==> src/rtl/restoring_divider.sv <==
// Sequential radix-2 restoring divider: one quotient bit per clock with a start/busy/done handshake.
// A zero divisor skips the iteration and reports all-ones quotient with the dividend's low bits as remainder.
module restoring_divider #(
   parameter int DW = 8,
   parameter int VW = 4
) (
   input  logic          clk,
   input  logic          rst_n,
   input  logic          start,
   input  logic [DW-1:0] dividend,
   input  logic [VW-1:0] divisor,
   output logic          busy,
   output logic          done,
   output logic [DW-1:0] quotient,
   output logic [VW-1:0] remainder,
   output logic          div_by_zero
);

   localparam int CW = $clog2(DW + 1);

   typedef enum logic [1:0] {
      IDLE,
      CALC,
      DONE
   } state_t;

   state_t state, state_next;

   logic [DW-1:0] q_reg;
   logic [VW-1:0] r_reg;
   logic [VW-1:0] d_reg;
   logic [CW-1:0] step_cnt;

   logic [VW:0]   trial;
   logic [VW:0]   diff;
   logic          fits;
   logic [DW-1:0] q_next;
   logic [VW-1:0] r_next;

   // The partial remainder always stays below the divisor, so the top bit of the
   // VW+1-bit difference is exactly the borrow: clear means trial >= divisor.
   always_comb begin
      trial  = {r_reg, q_reg[DW-1]};
      diff   = trial - {1'b0, d_reg};
      fits   = ~diff[VW];
      q_next = {q_reg[DW-2:0], fits};
      r_next = fits ? diff[VW-1:0] : trial[VW-1:0];
   end

   always_ff @(posedge clk or negedge rst_n) begin
      if (!rst_n) begin
         state <= IDLE;
      end else begin
         state <= state_next;
      end
   end

   always_comb begin
      state_next = state;
      case (state)
         IDLE: begin
            if (start) begin
               state_next = (divisor != '0) ? CALC : DONE;
            end
         end
         CALC: begin
            if (step_cnt == CW'(1)) begin
               state_next = DONE;
            end
         end
         DONE:    state_next = IDLE;
         default: state_next = IDLE;
      endcase
   end

   // Result registers are written only on the edge that enters DONE.
   always_ff @(posedge clk or negedge rst_n) begin
      if (!rst_n) begin
         q_reg       <= '0;
         r_reg       <= '0;
         d_reg       <= '0;
         step_cnt    <= '0;
         quotient    <= '0;
         remainder   <= '0;
         div_by_zero <= 1'b0;
      end else begin
         case (state)
            IDLE: begin
               if (start) begin
                  if (divisor != '0) begin
                     q_reg    <= dividend;
                     d_reg    <= divisor;
                     r_reg    <= '0;
                     step_cnt <= CW'(DW);
                  end else begin
                     quotient    <= '1;
                     remainder   <= dividend[VW-1:0];
                     div_by_zero <= 1'b1;
                  end
               end
            end
            CALC: begin
               q_reg    <= q_next;
               r_reg    <= r_next;
               step_cnt <= step_cnt - CW'(1);
               if (step_cnt == CW'(1)) begin
                  quotient    <= q_next;
                  remainder   <= r_next;
                  div_by_zero <= 1'b0;
               end
            end
            default: ;
         endcase
      end
   end

   assign busy = (state == CALC);
   assign done = (state == DONE);

endmodule

==> config.mk <==
export PLATFORM = sky130hd
export DESIGN_NAME = restoring_divider
export DESIGN_NICKNAME = d
export VERILOG_FILES = /design/src/rtl/restoring_divider.sv
export SDC_FILE = /design/constraint.sdc
export NUM_CORES = 1
export LEC_CHECK = 0
export CAP_MARGIN = 5
export CORE_ASPECT_RATIO = 1.25
export CORE_MARGIN = 5
export CORE_UTILIZATION = 49
export CTS_CLUSTER_SIZE = 20
export DETAILED_ROUTE_END_ITERATION = 6
export DONT_BUFFER_PORTS = 1
export PLACE_DENSITY = 0.66
export SLEW_MARGIN = 20
export SYNTH_ARGS = -nofsm -noshare
export SYNTH_HDL_FRONTEND = slang
export SYNTH_SLANG_ARGS = --single-unit
==> constraint.sdc <==
create_clock -name clk -period 1.95 [get_ports clk]
set_input_delay 0.2925 -clock clk [delete_from_list [all_inputs] [get_ports clk]]
set_output_delay 0.2925 -clock clk [all_outputs]
set_load 0.03 [all_outputs]
# Yosys cells after proc, flatten, opt, wreduce, memory -nomap -nowiden
# Cells that the tools add are included.
[word_totals]
in_bits = 15
elab_cells = 51
reg_bits = 35
[classes]
add_sub_neg = 2
n_reduce_logical = 7
bitwise_logic = 1
eq_ne = 7
n_mux = 26
[ops]
columns = ["op", "n"]
rows = [
  ["8-bit two-way mux", 5],
  ["4-bit two-way mux", 8],
  ["8-bit case mux with 2 select lines", 2],
  ["4-bit case mux with 2 select lines", 3],
  ["2-bit two-way mux", 3],
  ["2-bit inequality test, second input constant", 3],
  ["3-bit AND reduction", 2],
  ["5-bit by 4-bit subtractor with 5-bit output", 1],
  ["4-bit by 1-bit equality test with 1-bit output, second input constant", 1],
  ["2-bit case mux with 2 select lines", 1],
  ["4-bit AND reduction", 1],
  ["4-bit nonzero test", 1],
  ["4-bit by 1-bit subtractor with 4-bit output, second input constant", 1],
  ["1-bit two-way mux", 3],
  ["2-bit by 1-bit equality test with 1-bit output, second input constant", 1],
  ["2-bit equality test, second input constant", 1],
  ["2-bit logical NOT", 1],
  ["2-bit by 1-bit inequality test with 1-bit output, second input constant", 1],
  ["1-bit case mux with 2 select lines", 1],
  ["2-bit AND reduction", 1],
  ["2-bit nonzero test", 1],
  ["1-bit inverter", 1],
]

# Depth between registers and ports, before layout
[depth]
ltp_word = 4
depth_mapped = 9

# Least setup slack after synthesis
# OpenSTA, ideal clock, no wires.
[synth_path]
kind = "reg-to-reg"
from = "reg q_reg[7]"
to = "reg remainder[3]"
arrival_time_ns = 1.943
path_stages_with_launch = 10
setup_ns = 0.136
setup_slack_ns = -0.129
period_less_slack_ns = 2.079
cell_sequence = "dfrtp_1 > inv_1 > ha_1 > fa_1 > nand2b_1 > o2bb2ai_2 > buf_6 > and3_4 > a2111oi_4 > o22ai_1"
[synth_between]
elab_chain_len = 4
[synth_lines]
columns = ["element", "line_no", "source"]
rows = [
  ["from (decl)", "29", "logic [DW-1:0] q_reg;"],
  ["from (signal assigned)", "91", "q_reg <= dividend;"],
  ["from (signal assigned)", "103", "q_reg <= q_next;"],
  ["5-bit by 4-bit subtractor with 5-bit output", "44", "diff = trial - {1'b0, d_reg};"],
  ["4-bit two-way mux", "47", "r_next = fits ? diff[VW-1:0] : trial[VW-1:0];"],
  ["4-bit two-way mux", "106", "if (step_cnt == CW'(1)) begin"],
  ["4-bit case mux with 2 select lines", "87", "case (state)"],
  ["to (signal assigned)", "97", "remainder <= dividend[VW-1:0];"],
  ["to (signal assigned)", "108", "remainder <= r_next;"],
  ["to (decl)", "15", "output logic [VW-1:0] remainder,"],
]
# Every way passes these cells. The select of a mux whose other input is x is not followed.
# A chain may end at the register's enable or synchronous reset.

# Worst setup path after layout
[layout_path]
from = "reg d_reg[0]"
to = "reg remainder[3]"
[layout_between]
elab_chain_len = 4
[layout_lines]
columns = ["element", "line_no", "source"]
rows = [
  ["from (decl)", "31", "logic [VW-1:0] d_reg;"],
  ["from (signal assigned)", "92", "d_reg <= divisor;"],
  ["5-bit by 4-bit subtractor with 5-bit output", "44", ""],
  ["4-bit two-way mux", "47", ""],
  ["4-bit two-way mux", "106", ""],
  ["4-bit case mux with 2 select lines", "87", ""],
]
# Every way passes these cells. The select of a mux whose other input is x is not followed.

==> flow_metrics.tcl <==
set metrics [dict create \
    dieArea_um2 4950 \
    grt_pass1_vias 1442 \
    rrSetupSlack_ns -0.07 \
    postCtsSetupBuffers 0 \
    fin_ws_ns -0.07404 \
    skew_ns 0.004151 \
    synth_top_cell_by_area "dfrtp_1" \
    grt_usage_pct 17.41 \
    grt_max_degree 36 \
    root_buffer "clkbuf_8" \
    critPathLaunchType "register" \
    synth_top_area_share_pct 49.16 \
    path_max_fanout 4 \
    gr-total-overflow 0 \
    hp-start "divisor[2]" \
    die_w_um 63.94 \
    cp.arrival_ns 2.18 \
    ys_types 39 \
    via_per_inst 5.834 \
    hold_path_depth 2 \
    cts_made_buffers 5 \
    finalSetupViolations 4 \
    clk_pin_slew_worst_paths_ns 0.07 \
    max_slew_margin_pct 60.80 \
    syn_area_um2 1782 \
    io_buffers 0 \
    synth_common_cells "dfrtp_1 (35), nor2_1 (29), nand2_1 (22), inv_1 (10), a31oi_1 (9)" \
    drt_iter0_markers 47 \
    async_flop_share_pct 100.0 \
    cap_violations 0 \
    reg2regPathDepth 7 \
    synth_most_common_cell "dfrtp_1" \
    globalplace.congestion 0.7973 \
    drt_pass1_iterations 4 \
    power_w 0.004391 \
    die_h_um 77.42 \
    hpwl_um 2871 \
    r2r-start "d_reg[0]" \
    ys_ff_latch 35 \
    hold_path_end "d_reg[2]" \
    core-area_um2 3513 \
    synth.area.top_cells "dfrtp_1 (49%), nor2_1 (6.1%), nand2_1 (4.6%)" \
    syn_inst 185 \
    comb_power_share_pct 50.7 \
    cp.required_ns 2.11 \
    swShare_pct 47.11 \
    finalCriticalPeriod_ns 2.024 \
    cts_max_path_buffers 2 \
    yosys_warnings 0 \
    reg2reg_to "remainder[3]" \
    htreeDepth 2 \
    num_io_pins 30 \
    start_util_pct 50.71 \
    p_seq_share_pct 37.6 \
    synth_flop_cell "dfrtp_1" \
    endpoint_kind "register" \
    power_density_nw_per_um2 2179 \
    ys_seq_area_share_pct 49.16 \
    min_path_type "in -> reg" \
    cell_internal_pwr_w 0.002322 \
    synth.avg_cell_area_um2 9.631 \
    hold_viol 0 \
    fmax_mhz 494.1 \
    crit_type "reg -> reg" \
    row_count 24 \
    ir_worst_vdd_uv 1321 \
    p_clk_share_pct 11.7 \
    finalMaxSlewViolations 0 \
    vias 1371 \
    fin_nets 217 \
    drive_above_1_share_pct 18.37 \
    wl_per_cell_um 16.83 \
    tightest_slew_ns 0.5867 \
    cts.sinks 35 \
    ant_nets 0 \
    final_util_pct 57.37 \
    synth_edf_count 0 \
    area_growth_pct 13.13 \
    crit_path_start "d_reg[0]" \
    drcViolationCount 0 \
    final.period_utilization_pct 103.8 \
    syn_nets 207 \
    antenna_cells 0 \
    antenna_found_initial 0 \
    p_leak_nw 0.8675 \
    violations "setup timing" \
    outcome "finished with violations" \
    routed_wl_um 3955 \
    rsz0062_at_grt "yes" \
    hold_slack_ns 0.1239 \
    grt_pass1_wl_um 6865 \
    power.switching_w 0.002069 \
    clk_latency_ns 0.29 \
    tritoncts "done" \
]
-- metal layers --
metal	track usage, %	vias up	routed length, um
li1	-	668	-
met1	20.74	652	1641
met2	28.87	44	1966
met3	5.636	7	267
met4	6.653	0	78
met5	0	-	0
-- cells by family after synthesis --
kind of cell               Yosys count  share of synthesized area, %
AOI/OAI and AO/OA                   45                         18.40
xor gates and xnor gates             4                         1.967
adders and majority gates            7                         5.337
buffers and inverters               23                         5.969
DFF                                 35                         49.16
muxes                                2                         1.264
and+or+nand+nor                     69                         17.91
-- layout make-up --
cell class,count,area (um^2)
tap,39,48.80
multi-input combinational,127,847.1
fill,323,1498
sequential,35,875.8
clock inverter,2,12.51
inverter,14,52.55
timing repair buffer,12,106.4
clock buffer,6,72.57
-- power by group through the flow --
stage	sequential, W	combinational [W]	clock (W)
2_1_floorplan	0.00156	0.00175	0
3_3_place_gp	0.00165	0.00209	0
3_5_place_dp	0.00166	0.00216	0
4_1_cts	0.00166	0.00223	0.000528
5_1_grt	0.00170	0.00248	0.000569
6_report	0.00165	0.00223	0.000515
-- through the flow --
stage / setup TNS, ns / cell area (um^2) / worst slack, ns / std cells
finish: -0.1861 / 2016 / -0.07404 / 235
floorplan: 0 / 1817 / 0.03917 / 185
global route: -0.6631 / 2016 / -0.1596 / 235
CTS: -0.1780 / 2016 / -0.06792 / 235
global placement: -0.08324 / 1887 / -0.04564 / 225
detailed placement: -0.3336 / 1887 / -0.1299 / 225
-- worst max-delay path by stage --
| stage | end | slack, ns | cells past startpoint |
|---|---|---|---|
| global route | remainder[2] | -0.16 | 7 |
| finish | remainder[3] | -0.07 | 7 |
| floorplan | remainder[2] | 0.04 | 7 |
| detailed placement | r_reg[3] | -0.13 | 8 |
| CTS | remainder[3] | -0.07 | 7 |
| global placement | remainder[3] | -0.05 | 8 |
-- cells in the final DEF (no fill, tap or decap), drive strengths merged, types with 2 or more instances in the layout --
master,instances
clkbuf,6
buf,11
o21ai,8
nand2b,3
nor3b,2
a31oi,9
xor2,3
nor3,4
inv,14
dfrtp,35
o22a,4
nor4,6
nand2,22
mux2,2
a21oi,8
a41oi,2
o22ai,3
nor2,29
ha,6
o211ai,4
and3,2
-- worst max-delay path, stage by stage, from the launching register on --
cell	delay (ns)
dfrtp_1	0.41
ha_4	0.18
fa_2	0.35
nand2b_4	0.16
o2bb2ai_4	0.16
xnor2_2	0.20
a2111oi_4	0.32
o22ai_1	0.12
-- repair_timing --
item,CTS,global route
pin swaps,3,0
hold buffers,2,0
resized for setup,3,0
endpoints found under the hold margin,35,0
cloned,1,0
setup endpoints to repair,5,8
Power figures use the tool's default switching activity.
